$ cat src/rtl/apb_regfile_slave_if.sv
// APB bus bundle between the master FSM and the register-file completer.
interface apb_regfile_slave_if;
  logic        PSEL;
  logic        PENABLE;
  logic [7:0]  PADDR;
  logic        PWRITE;
  logic [31:0] PWDATA;
  logic [31:0] PRDATA;
  logic        PREADY;
  logic        PSLVERR;

  modport master (
    output PSEL, PENABLE, PADDR, PWRITE, PWDATA,
    input  PRDATA, PREADY, PSLVERR
  );

  modport slave (
    input  PSEL, PENABLE, PADDR, PWRITE, PWDATA,
    output PRDATA, PREADY, PSLVERR
  );
endinterface

$ cat src/rtl/apb_regfile_slave.sv
// APB completer: word-addressed register file with a read-only ID register
// at index 0, a fixed number of wait states per transfer and PSLVERR on bad
// accesses. Address, direction, data and the error decision are captured in
// the setup phase and used for the whole transfer.
module apb_regfile_slave #(
  parameter int          NUM_REGS    = 16,
  parameter int          WAIT_CYCLES = 2,
  parameter logic [31:0] ID_VALUE    = 32'hA9B0_0001
) (
  input  logic              PCLK,
  input  logic              PRESETn,
  apb_regfile_slave_if.slave bus
);

  typedef enum logic {IDLE, ACCESS} state_t;

  localparam logic [6:0] NUM_REGS_W = 7'(NUM_REGS);
  localparam logic [3:0] WAIT_LOAD  = 4'(WAIT_CYCLES);

  state_t      state_reg, state_next;
  logic [3:0]  cnt_reg, cnt_next;
  logic [5:0]  idx_reg;
  logic        write_reg;
  logic [31:0] wdata_reg;
  logic        err_reg;

  logic        latch_en;
  logic        ready;
  logic        commit;
  logic        setup_err;
  logic [31:0] rd_data;

  // Entry 0 is the constant ID register, so only 1..NUM_REGS-1 hold state.
  logic [31:0] regs_reg [1:NUM_REGS-1];

  // Error decision made from the setup-phase address/direction.
  assign setup_err = (bus.PADDR[1:0] != 2'b00)
                  || ({1'b0, bus.PADDR[7:2]} >= NUM_REGS_W)
                  || (bus.PWRITE && (bus.PADDR[7:2] == 6'd0));

  // Next-state, counter and completion decode.
  always_comb begin
    state_next = state_reg;
    cnt_next   = cnt_reg;
    latch_en   = 1'b0;
    ready      = 1'b0;
    case (state_reg)
      IDLE: begin
        if (bus.PSEL && !bus.PENABLE) begin
          latch_en   = 1'b1;
          cnt_next   = WAIT_LOAD;
          state_next = ACCESS;
        end
      end
      ACCESS: begin
        if (!bus.PSEL || !bus.PENABLE) begin
          // Master broke the protocol: abandon the transfer silently.
          state_next = IDLE;
        end else if (cnt_reg != 4'd0) begin
          cnt_next = cnt_reg - 4'd1;
        end else begin
          ready      = 1'b1;
          state_next = IDLE;
        end
      end
      default: state_next = IDLE;
    endcase
  end

  assign commit = ready && write_reg && !err_reg;

  // State and wait counter registers.
  always_ff @(posedge PCLK) begin
    if (!PRESETn) begin
      state_reg <= IDLE;
      cnt_reg   <= 4'd0;
    end else begin
      state_reg <= state_next;
      cnt_reg   <= cnt_next;
    end
  end

  // Capture of the setup-phase request.
  always_ff @(posedge PCLK) begin
    if (!PRESETn) begin
      idx_reg   <= 6'd0;
      write_reg <= 1'b0;
      wdata_reg <= 32'd0;
      err_reg   <= 1'b0;
    end else if (latch_en) begin
      idx_reg   <= bus.PADDR[7:2];
      write_reg <= bus.PWRITE;
      wdata_reg <= bus.PWDATA;
      err_reg   <= setup_err;
    end
  end

  // One write-enabled register per writable index.
  for (genvar gi = 1; gi < NUM_REGS; gi++) begin : g_regs
    always_ff @(posedge PCLK) begin
      if (!PRESETn) begin
        regs_reg[gi] <= 32'd0;
      end else if (commit && (idx_reg == 6'(gi))) begin
        regs_reg[gi] <= wdata_reg;
      end
    end
  end

  // Read mux over the latched index; out-of-range indices are masked by err_reg.
  always_comb begin
    rd_data = ID_VALUE;
    for (int i = 1; i < NUM_REGS; i++) begin
      if (idx_reg == 6'(i)) begin
        rd_data = regs_reg[i];
      end
    end
  end

  assign bus.PREADY  = ready;
  assign bus.PSLVERR = ready && err_reg;
  assign bus.PRDATA  = (ready && !err_reg && !write_reg) ? rd_data : 32'd0;

endmodule

$ cat src/flat_wrapper.sv
// flat-port wrapper written by rule: the top's interface ports become plain ports
module apb_regfile_slave_flat 
#(
  parameter int          NUM_REGS    = 16,
  parameter int          WAIT_CYCLES = 2,
  parameter logic [31:0] ID_VALUE    = 32'hA9B0_0001
)
  (PCLK, PRESETn, bus_PSEL, bus_PENABLE, bus_PADDR, bus_PWRITE, bus_PWDATA, bus_PRDATA, bus_PREADY, bus_PSLVERR);
  apb_regfile_slave_if bus_i ();
  input  logic PCLK;
  input  logic PRESETn;
  input wire logic [$bits(bus_i.PSEL)-1:0] bus_PSEL;
  input wire logic [$bits(bus_i.PENABLE)-1:0] bus_PENABLE;
  input wire logic [$bits(bus_i.PADDR)-1:0] bus_PADDR;
  input wire logic [$bits(bus_i.PWRITE)-1:0] bus_PWRITE;
  input wire logic [$bits(bus_i.PWDATA)-1:0] bus_PWDATA;
  output wire logic [$bits(bus_i.PRDATA)-1:0] bus_PRDATA;
  output wire logic [$bits(bus_i.PREADY)-1:0] bus_PREADY;
  output wire logic [$bits(bus_i.PSLVERR)-1:0] bus_PSLVERR;
  assign bus_i.PSEL = bus_PSEL;
  assign bus_i.PENABLE = bus_PENABLE;
  assign bus_i.PADDR = bus_PADDR;
  assign bus_i.PWRITE = bus_PWRITE;
  assign bus_i.PWDATA = bus_PWDATA;
  assign bus_PRDATA = bus_i.PRDATA;
  assign bus_PREADY = bus_i.PREADY;
  assign bus_PSLVERR = bus_i.PSLVERR;
  apb_regfile_slave #(.NUM_REGS(NUM_REGS), .WAIT_CYCLES(WAIT_CYCLES), .ID_VALUE(ID_VALUE)) u_core (.PCLK(PCLK), .PRESETn(PRESETn), .bus(bus_i));
endmodule
$ cat config.mk
export PLATFORM = sky130hd
export DESIGN_NAME = apb_regfile_slave_flat
export DESIGN_NICKNAME = d
export VERILOG_FILES = /design/src/rtl/apb_regfile_slave_if.sv /design/src/rtl/apb_regfile_slave.sv /design/src/flat_wrapper.sv
export SDC_FILE = /design/constraint.sdc
export NUM_CORES = 1
export LEC_CHECK = 0
export ABC_AREA = 1
export CAP_MARGIN = 20
export CORE_AREA = 4 4 276 251
export DETAILED_ROUTE_END_ITERATION = 7
export DIE_AREA = 0 0 280 255
export DONT_BUFFER_PORTS = 1
export GPL_TIMING_DRIVEN = 0
export MAX_ROUTING_LAYER = met4
export SYNTH_ARGS = -nofsm -noshare
export SYNTH_HDL_FRONTEND = slang
export SYNTH_SLANG_ARGS = --single-unit
$ cat constraint.sdc
create_clock -name PCLK -period 3.7 [get_ports PCLK]
set_input_delay 0.37 -clock PCLK [delete_from_list [all_inputs] [get_ports PCLK]]
set_output_delay 0.37 -clock PCLK [all_outputs]
set_load 0.01 [all_outputs]
==> results.sh, run 1 <==
export IMPL_clockPowerShare_pct=40.1
export IMPL_num_vias=16190
export IMPL_cap_viol_max_count=0
export IMPL_cts_tree="done"
export IMPL_grt_max_degree=32
export IMPL_p_int_mw=9.701
export IMPL_power_leakage_nw=9.527
export IMPL_avgRoutedWirePerCell_um=20.39
export IMPL_cts_num_sinks=525
export IMPL_status="complete, no violations"
export IMPL_worst_clock_skew_ps=10.48
export IMPL_timing_slew_headroom_pct=32.43
export IMPL_wl_met2_um=31060
export IMPL_grt_first_pass_wirelength_um=98040
export IMPL_synthTopCellsByArea="edfxtp_1 63%, nor2_1 11%, nand2_1 4.6%"
export IMPL_largest_register_ffs=480
export IMPL_finalHoldViolCount=0
export IMPL_start_util_pct=34.55
export IMPL_clockBufferDepth=3
export IMPL_drive_gt1_share_pct=12.73
export IMPL_post_synth_top_area_cell="edfxtp_1"
export IMPL_ys_flop_type="edfxtp_1"
export IMPL_ff_latch_area_sq_um=15320
export IMPL_synth_cells=2223
export IMPL_syn_area_sq_um=22990
export IMPL_met1_length_um=28340
export IMPL_die_w_um=280
export IMPL_final_core_util_pct=40.22
export IMPL_yosys_area_share_simple_pct=22.85
export IMPL_period_needed_ps=3549
export IMPL_area_growth_pct=16.39
export IMPL_first_iter_violations=2003
export IMPL_cpLargestDelayFamily="simple AND/OR/NAND/NOR gates"
export IMPL_drc=0
export IMPL_cp_start_kind="flip-flop"
export IMPL_syn_avg_cell_area_sq_um=10.34
export IMPL_dp_hpwl_um=49420
export IMPL_gp_congestion=0.9164
export IMPL_post_cts_buffers=0
export IMPL_irDropWorstVdd_mv=0.3551
export IMPL_hold_start="bus_PADDR[6]"
export IMPL_cp_data_required_time_ps=3330
export IMPL_worstMarginPinSlew_ps=1014
export IMPL_die_h_um=255
export IMPL_antenna_found_initial=4
export IMPL_overflow=0
export IMPL_yosys_area_share_adder_pct=0.05441
export IMPL_place_area_sq_um=24630
export IMPL_clock_fmax_mhz=281.8
export IMPL_p_switching_mw=2.932
export IMPL_crit_path_max_incr_delay_ps=380
export IMPL_grt_pass1_vias=15640
export IMPL_slowest_stage="dfxtp_1"
export IMPL_synth_compound_area_share_pct=4.277
export IMPL_rr_startpoint="u_core.cnt_reg[0]$_SDFFE_PN0P_"
export IMPL_startpoint="u_core.idx_reg[3]$_SDFFE_PN0P_"
export IMPL_nets=2379
export IMPL_synth_top_cell_area_share_pct=62.68
export IMPL_route_met3_wl_um=5265
export IMPL_topRoutingLayerUsed="met4"
export IMPL_power_density_nw_per_um2=472.0
export IMPL_via_per_inst=4.979
export IMPL_yosysUniqueCellTypes=34
export IMPL_top_level_ports=79
export IMPL_p_sw_share_pct=23.21
export IMPL_report_final_slew_viol_count=0
export IMPL_yosysSeqAreaShare_pct=66.60
export IMPL_seqPwrFrac_pct=53.2
export IMPL_comb_power_share_pct=6.7
export IMPL_io_buffers=0
export IMPL_hold_path_class="primary input to flip-flop"
export IMPL_post_route_period_util_pct=95.91
export IMPL_rows=90
export IMPL_grt_usage_pct=18.87
export IMPL_finish_instance_area_sq_um=26760
export IMPL_synthArstFlopShare_pct=0
export IMPL_ys_ff_latch=525
export IMPL_fp_coreArea_sq_um=66550
export IMPL_synth_commonest_cells="670 x nor2_1, 480 x edfxtp_1, 280 x nand2_1, 146 x inv_1, 97 x a21oi_1"
export IMPL_critPathBufInv=3
export IMPL_synth_mux_area_share_pct=0
export IMPL_htree_levels=2
export IMPL_clk_pin_slew_ps=60
export IMPL_crit_path_end_kind="output pin"
export IMPL_cp_cell_sequence="nor2_1, buf_2, nand3_1, clkbuf_4, nor2_1, nor2_1, nand4_1, nand2_1, nand4_1, nor2_2, nand4_1, nand2_1, inv_1"
export IMPL_fill_cells=6358
export IMPL_setup_viol=0
export IMPL_ys_warn_count=0
export IMPL_crit_fanout=10
export IMPL_synth_top_family_by_area="simple AND/OR/NAND/NOR gates"
export IMPL_synth_most_common_cell="nor2_1"
export IMPL_first_pass_iters=5
export IMPL_crit_arrival_ps=3180
export IMPL_synth_xor_area_share_pct=0
export IMPL_drt_total_wl_um=66280
export IMPL_cts_buffers=53
export IMPL_syn_nets=2269
export IMPL_clock_tree_root_cell="clkbuf_16"
export IMPL_multi_input_area_sq_um=6521
export IMPL_worstSetupPathType="flip-flop to output pin"
export IMPL_die_area_sq_um=71400
export IMPL_clkLatencyLatePin_ps=600
export IMPL_synth_edf_count=480
export IMPL_ant_nets=0
power by group through the flow:
stage | registers (mW) | clock network, mW | logic, mW
floorplan | 6.85 | 0 | 0.426
global placement | 6.88 | 0 | 0.715
detailed placement | 6.85 | 0 | 0.789
CTS | 6.72 | 5.11 | 0.828
global route | 6.74 | 5.36 | 0.917
finish | 6.72 | 5.06 | 0.848
through the flow:
step / TNS [ps] / hold WS (ps) / total power, mW / setup slack (ps) / std cells
after global routing: -31.81 / 32.31 / 13.02 / -31.81 / 3251
final: 0 / 46.86 / 12.63 / 151.3 / 3251
after detailed placement: 0 / 464.5 / 7.638 / 43.99 / 3112
after floorplan: -189990 / 444.1 / 7.276 / -448.5 / 2223
after global placement: -1064020 / 458.8 / 7.591 / -3576 / 3097
after CTS: 0 / 13.35 / 12.66 / 6.561 / 3245
cell families after synthesis:
| logic type | after synthesis |
|---|---|
| AO/OA/AOI/OAI | 195 |
| adder cells (fa/ha/maj) | 1 |
| buffers and inverters | 302 |
| flip-flops | 525 |
| AND/OR/NAND/NOR | 1200 |
placed cells by master, fill, tap and decap left out, types with 7 or more instances in the layout:
master,instances
buf_16,10
nand4_1,88
o21ai_4,15
nor2_1,660
buf_6,30
dfxtp_1,44
clkbuf_16,55
or2_2,77
inv_1,145
clkinv_1,9
nor2_4,10
o21ai_1,16
nand2_1,279
a21oi_1,94
edfxtp_1,480
nor2_2,11
buf_2,21
nand3_4,11
inv_2,10
dlygate4sd3_1,39
clkbuf_2,7
nand3_1,28
or2_0,12
buf_4,8
o21ai_0,64
clkbuf_1,95
final timing paths:
check | end | slack [ps] | cells after the start
worst max register to register | u_core.regs_reg[1][109]$_SDFFCE_PN0P_ | 200 | 12
worst max-delay path | bus_PRDATA[16] | 150 | 13
worst min register to register | u_core.cnt_reg[1]$_SDFFE_PN0P_ | 500 | 1
worst min-delay path | u_core.idx_reg[4]$_SDFFE_PN0P_ | 50 | 3
cell type report:
type / instances / area share, %
Antenna cell: 4 / 0.03740
Buffer: 146 / 3.216
Clock buffer: 78 / 5.540
Clock inverter: 17 / 0.3833
Inverter: 155 / 2.174
Multi-Input combinational cell: 1396 / 24.37
Sequential cell: 525 / 57.22
Tap cell: 874 / 4.086
Timing Repair Buffer: 56 / 2.973
worst reg2reg max path, cell delays in order, from the launching register on:
cell and delay [ps]:
dfxtp_1 310, inv_1 90, ha_1 190, nor3b_2 250, inv_2 50, nor2_2 180, inv_2 60, nor2_2 150
nand2_1 470, clkbuf_1 380, buf_8 230, o21ai_4 560, buf_12 280
what timing repair did:
| action | in CTS | in global routing |
|---|---|---|
| hold buffers | 39 | 0 |
| hold endpoints to repair | 39 | 0 |
| resized for setup | 12 | 30 |
| pin swaps | 0 | 2 |
| setup endpoints to repair | 14 | 24 |
| cloned | 0 | 0 |
layer usage:
metal | up-vias | global-route usage, %
met4 | 0 | 5.096
met1 | 7837 | 24.95
li1 | 7602 | -
met3 | 108 | 3.776
met2 | 640 | 29.97
met5 | - | -
No activity file was read; power rests on OpenSTA's default activity.
==> run 2: changes to the inputs <==
CORE_AREA = 4 4 249 227   (was 4 4 276 251)
DIE_AREA = 0 0 253 231   (was 0 0 280 255)
==> results.sh, run 2 (synthesized netlist as in run 1, its figures left out) <==
export IMPL_avgRoutedWirePerCell_um=21.37
export IMPL_grt_max_degree=28
export IMPL_clock_tree_root_cell="clkbuf_16"
export IMPL_crit_path_end_kind="output pin"
export IMPL_placed_cells=2943
export IMPL_post_route_period_util_pct=97.66
export IMPL_gr_usage_met2_pct=35.61
export IMPL_pre_cts_slack_ps=-5.586
export IMPL_grt_first_pass_wirelength_um=97350
export IMPL_final_cell_mix="663 x nor2_1, 480 x edfxtp_1, 278 x nand2_1"
export IMPL_layout_commonest_cell="nor2_1"
export IMPL_grt_pass1_vias=15480
export IMPL_cp_start_kind="flip-flop"
export IMPL_power_mw=12.86
export IMPL_nets=2377
export IMPL_final_core_util_pct=49.35
export IMPL_first_pass_iters=5
export IMPL_area_growth_pct=15.71
export IMPL_grt_usage_pct=22.91
export IMPL_worstSetupPathType="flip-flop to output pin"
export IMPL_ff2ff_path_depth=12
export IMPL_p_switching_mw=2.958
export IMPL_startpoint="u_core.idx_reg[2]$_SDFFE_PN0P_"
export IMPL_worst_clock_skew_ps=11.12
export IMPL_drt_total_wl_um=65790
export IMPL_p_sw_share_pct=23.01
export IMPL_power_leakage_nw=9.563
export IMPL_io_buffers=0
export IMPL_fin_cells=3078
export IMPL_antenna_found_initial=2
export IMPL_clkLatencyLatePin_ps=590
export IMPL_htree_levels=2
export IMPL_period_needed_ps=3613
export IMPL_hold_path_class="primary input to flip-flop"
export IMPL_cts_buffers=53
export IMPL_status="complete, no violations"
export IMPL_busiest_layer="met2"
export IMPL_num_vias=16200
export IMPL_fp_coreArea_sq_um=53920
export IMPL_cap_viol_max_count=0
export IMPL_start_util_pct=42.65
export IMPL_comb_power_share_pct=6.6
export IMPL_top_level_ports=79
export IMPL_die_w_um=253
export IMPL_p_int_mw=9.898
export IMPL_holdWs_ps=28.27
export IMPL_via_per_inst=5.263
export IMPL_setup_viol=0
export IMPL_power_density_nw_per_um2=483.1
export IMPL_cp_data_required_time_ps=3330
export IMPL_finalHoldViolCount=0
export IMPL_timing_slew_headroom_pct=29.83
export IMPL_rrSetupSlack_ps=470
export IMPL_die_area_sq_um=58440
export IMPL_worstMarginPinSlew_ps=1053
export IMPL_cts_tree="done"
export IMPL_largest_register_ffs=480
export IMPL_hold_depth=2
export IMPL_crit_arrival_ps=3240
export IMPL_seqPwrFrac_pct=52.3
export IMPL_gp_congestion=0.9071
export IMPL_clk_pin_slew_ps=60
export IMPL_cts_num_sinks=525
export IMPL_overflow=0
export IMPL_use_met1_pct=31.31
export IMPL_first_iter_violations=1761
export IMPL_finalWorstSetupSlack_ps=86.67
export IMPL_irDropWorstVdd_mv=0.3764
export IMPL_rows=81
export IMPL_die_h_um=231
export IMPL_clockBufferDepth=3
export IMPL_use_met3_pct=3.819
export IMPL_crit_path_end="bus_PRDATA[18]"
export IMPL_drive_gt1_share_pct=12.86
export IMPL_timing_rr_end="u_core.regs_reg[0][227]$_SDFFCE_PN0P_"
export IMPL_rr_startpoint="u_core.cnt_reg[0]$_SDFFE_PN0P_"
export IMPL_crit_fanout=10
export IMPL_dp_hpwl_um=48390
export IMPL_clockPowerShare_pct=41.1
export IMPL_report_final_slew_viol_count=0
export IMPL_drc=0
export IMPL_rsz0062_at_grt="yes"
export IMPL_ant_nets=0
export IMPL_clock_fmax_mhz=276.8
[run 2: changes by cell type in the layout (fill, tap and decap cells not counted), sizes merged]
| cell | delta |
|---|---|
| buf | +2 |
| bufinv | +4 |
| clkbuf | -11 |
| clkinv | +7 |
| clkinvlp | +2 |
| diode | -3 |
| dlygate4sd3 | -4 |
| inv | -1 |
[run 2: final cells by class]
type / instances / area (sq um)
Fill cell: 4911 / 27310
Inverter: 155 / 581.8
Timing Repair Buffer: 54 / 790.8
Multi-Input combinational cell: 1396 / 6510
Clock inverter: 29 / 259.0
Tap cell: 705 / 882.1
Antenna cell: 1 / 2.502
Buffer: 146 / 858.3
Clock buffer: 67 / 1409
Sequential cell: 525 / 15310
[run 2: how the worst min path moves through the flow]
stage                                              from                           endpoint  slack (ps)
after floorplan           u_core.write_reg$_SDFFE_PN0P_      u_core.write_reg$_SDFFE_PN0P_         440
after global placement    u_core.write_reg$_SDFFE_PN0P_      u_core.write_reg$_SDFFE_PN0P_         460
after detailed placement  u_core.write_reg$_SDFFE_PN0P_      u_core.write_reg$_SDFFE_PN0P_         480
after CTS                                  bus_PADDR[3]     u_core.idx_reg[1]$_SDFFE_PN0P_           2
after global routing                       bus_PADDR[5]     u_core.idx_reg[3]$_SDFFE_PN0P_          40
final                                    bus_PWDATA[11]  u_core.wdata_reg[11]$_SDFFE_PN0P_          30
[run 2: metal layers]
metal  wire length (um)  share of wire [%]
met1              27920                 42
met2              30520                 46
met3               5569                8.5
met4               1788                2.7
met5                  0                  0
[run 2: stage by stage]
step           area [sq um]  setup TNS, ps
6_report              26610              0
5_1_grt               26610         -26.23
2_1_floorplan         22990        -189990
3_5_place_dp          24430         -48.42
4_1_cts               26500              0
3_3_place_gp          23880       -1042960
[run 2: critical path: stages (launching register included)]
cell and delay, ps:
dfxtp_1 370, nor2_1 90, buf_2 190, nand3_1 170, buf_2 300, nor2_1 70
nor2_1 290, nand4_1 270, nand2_1 130, nand4_1 110, nor2_1 310, nand4_1 130
nand2_1 130, inv_1 90
[run 2: repair_timing]
item | in CTS | in global routing
buffers inserted | 2 | 0
hold endpoints to repair | 35 | 0
hold buffers | 35 | 0
pin swaps | 1 | 0
setup endpoints to repair | 32 | 22
gates resized for setup | 9 | 28
[run 2: power by group through the flow]
stage                     Sequential, mW  Combinational [mW]  Clock (mW)
after floorplan                     6.85               0.426           0
after global placement              6.87               0.706           0
after detailed placement            6.85               0.784           0
after CTS                           6.72               0.823        5.32
after global routing                6.74               0.910        5.57
final                               6.72               0.845        5.29
==> run 3: changes to the inputs <==
ABC_AREA = not set   (was 1)
CORE_AREA = 4 4 252 229   (was 4 4 249 227)
DIE_AREA = 0 0 256 233   (was 0 0 253 231)
==> results.sh, run 3 <==
export IMPL_pre_cts_slack_ps=-714.0
export IMPL_setup_viol=1
export IMPL_synthArstFlopShare_pct=0
export IMPL_ys_ff_latch=525
export IMPL_fp_coreArea_sq_um=55200
export IMPL_power_density_nw_per_um2=473.6
export IMPL_period_needed_ps=3712
export IMPL_hold_depth=2
export IMPL_synth_commonest_cells="484 x and2_1, 480 x edfxtp_1, 132 x clkbuf_1, 132 x nand2_1, 79 x o21ai_0"
export IMPL_timing_slew_headroom_pct=26.68
export IMPL_grt_first_pass_wirelength_um=115500
export IMPL_finalHoldViolCount=0
export IMPL_rows=82
export IMPL_syn_avg_cell_area_sq_um=12.29
export IMPL_power_leakage_nw=9.946
export IMPL_grt_pass1_vias=16230
export IMPL_hold_start="bus_PSEL"
export IMPL_clock_tree_root_cell="clkbuf_16"
export IMPL_holdWs_ps=138.3
export IMPL_cts_buffers=55
export IMPL_report_final_slew_viol_count=0
export IMPL_die_h_um=233
export IMPL_drc=0
export IMPL_syn_nets=1958
export IMPL_irDropWorstVdd_mv=0.3750
export IMPL_largest_register_ffs=480
export IMPL_rr_startpoint="u_core.cnt_reg[0]$_SDFFE_PN0P_"
export IMPL_timing_rr_end="u_core.regs_reg[0][229]$_SDFFCE_PN0P_"
export IMPL_ys_warn_count=0
export IMPL_layout_commonest_cell="and2_1"
export IMPL_rrSetupSlack_ps=220
export IMPL_die_w_um=256
export IMPL_cts_num_sinks=525
export IMPL_first_iter_violations=2197
export IMPL_clk_pin_slew_ps=60
export IMPL_hold_path_end="u_core.state_reg$_SDFF_PN0_"
export IMPL_dp_hpwl_um=57840
export IMPL_yosysUniqueCellTypes=64
export IMPL_synth_cells=1912
export IMPL_gp_congestion=0.9314
export IMPL_syn_area_sq_um=23490
export IMPL_clkLatencyLatePin_ps=620
export IMPL_top_level_ports=79
export IMPL_avgRoutedWirePerCell_um=28.69
export IMPL_yosysSeqAreaShare_pct=65.20
export IMPL_ff2ff_path_depth=10
export IMPL_cts_tree="done"
export IMPL_die_area_sq_um=59650
export IMPL_synthTopCellsByArea="edfxtp_1 61%, and2_1 13%, dfxtp_1 3.8%"
export IMPL_nets=2099
export IMPL_finalWorstSetupSlack_ps=-11.98
export IMPL_overflow=0
export IMPL_start_util_pct=42.56
export IMPL_grt_max_degree=26
export IMPL_worstMarginPinSlew_ps=1100
export IMPL_grt_usage_pct=27.35
export IMPL_multi_input_area_sq_um=7969
export IMPL_failed_checks="negative setup slack"
export IMPL_clockBufferDepth=3
export IMPL_num_vias=16920
export IMPL_area_growth_pct=18.83
export IMPL_ff_latch_area_sq_um=15310
export IMPL_fin_cells=2813
export IMPL_cp_start_kind="flip-flop"
export IMPL_worst_clock_skew_ps=26.93
export IMPL_cp_data_required_time_ps=3330
export IMPL_hold_path_class="primary input to flip-flop"
export IMPL_io_buffers=0
export IMPL_synth_top_cell_area_share_pct=61.36
export IMPL_post_route_period_util_pct=100.3
export IMPL_htree_levels=2
export IMPL_synth_edf_count=480
export IMPL_final_cell_mix="484 x and2_1, 480 x edfxtp_1, 124 x nand2_1"
export IMPL_drive_gt1_share_pct=13.49
export IMPL_worstSetupPathType="flip-flop to output pin"
export IMPL_placed_cells=2644
export IMPL_crit_fanout=10
export IMPL_synth_most_common_cell="and2_1"
export IMPL_fill_cells=4861
export IMPL_antenna_found_initial=1
export IMPL_drt_total_wl_um=80700
export IMPL_crit_path_end_kind="output pin"
export IMPL_ant_nets=0
export IMPL_status="finished with violations"
export IMPL_via_per_inst=6.016
export IMPL_cap_viol_max_count=0
export IMPL_crit_arrival_ps=3340
export IMPL_power_mw=13.22
export IMPL_clock_fmax_mhz=269.4
export IMPL_post_synth_top_area_cell="edfxtp_1"
export IMPL_ys_flop_type="edfxtp_1"
export IMPL_first_pass_iters=6
run 3: timing repair:
item | CTS | global route
endpoints found under the hold margin | 41 | 0
hold buffers | 44 | 0
gates resized for setup | 110 | 58
buffers inserted | 18 | 6
pin swaps | 13 | 9
gates cloned | 0 | 0
endpoints found under the setup margin | 127 | 42
run 3: critical path: stages, from the launching register on:
cell	delay, ps
dfxtp_1	360
or4b_1	680
buf_4	270
nor2_4	340
buf_2	380
a21oi_1	60
o21ai_0	170
o211ai_1	170
a21oi_1	300
run 3: layout make-up:
type | count | share of cell area [%]
diodes | 1 | 0.008965
clock buffers | 72 | 5.598
repair buffers | 88 | 3.841
well taps | 714 | 3.200
flip-flops and latches | 525 | 54.86
multi-input cells | 1221 | 28.55
plain buffers | 157 | 2.819
clock inverters | 30 | 1.053
inverters | 5 | 0.06723
run 3: report_power, final:
group          leakage [nW]  switching, mW  total, mW  internal, mW
sequential             5.33          0.117       6.77          6.65
clock                 0.927           2.35       5.72          3.37
combinational          3.68          0.497      0.733         0.236
run 3: worst max path at each step:
stage	start	endpoint	slack (ps)	cells after the start
after global placement	u_core.idx_reg[3]$_SDFFE_PN0P_	u_core.regs_reg[1][7]$_SDFFCE_PN0P_	-3630	5
final	u_core.idx_reg[5]$_SDFFE_PN0P_	bus_PRDATA[23]	-10	8
after CTS	u_core.idx_reg[5]$_SDFFE_PN0P_	bus_PRDATA[13]	-60	8
after detailed placement	u_core.idx_reg[2]$_SDFFE_PN0P_	bus_PRDATA[13]	-710	7
after global routing	u_core.idx_reg[2]$_SDFFE_PN0P_	bus_PRDATA[13]	-20	7
after floorplan	u_core.cnt_reg[0]$_SDFFE_PN0P_	u_core.regs_reg[0][160]$_SDFFCE_PN0P_	-440	8
run 3: cell families (layout without fill, tap and decap cells):
| family | after synthesis | count (layout) | synth area share, % |
|---|---|---|---|
| xor+xnor | 2 | 2 | 0.07458 |
| buf+inv | 166 | 352 | 2.876 |
| mux | 21 | 21 | 0.9161 |
| flops | 525 | 525 | 65.20 |
| compound gates | 393 | 393 | 11.35 |
| other cells | 0 | 1 | 0 |
| simple gates | 804 | 804 | 19.54 |
| fa+ha+maj | 1 | 1 | 0.05326 |
run 3: routing by layer:
metal | global-route usage (%) | up-vias | share of wire [%]
met2 | 40.24 | 1010 | 44
li1 | - | 7312 | -
met1 | 37.79 | 8456 | 42
met3 | 6.921 | 144 | 12
met5 | - | - | 0
met4 | 8.072 | 0 | 2.8
run 3: through the flow:
step	cell area [sq um]	TNS [ps]	util [%]
floorplan	23490	-133520	-
global placement	24380	-1304200	44.17
detailed placement	24960	-12610	45.21
CTS	27730	-66.14	50.24
global route	27910	-17.59	50.57
finish	27910	-11.98	50.57
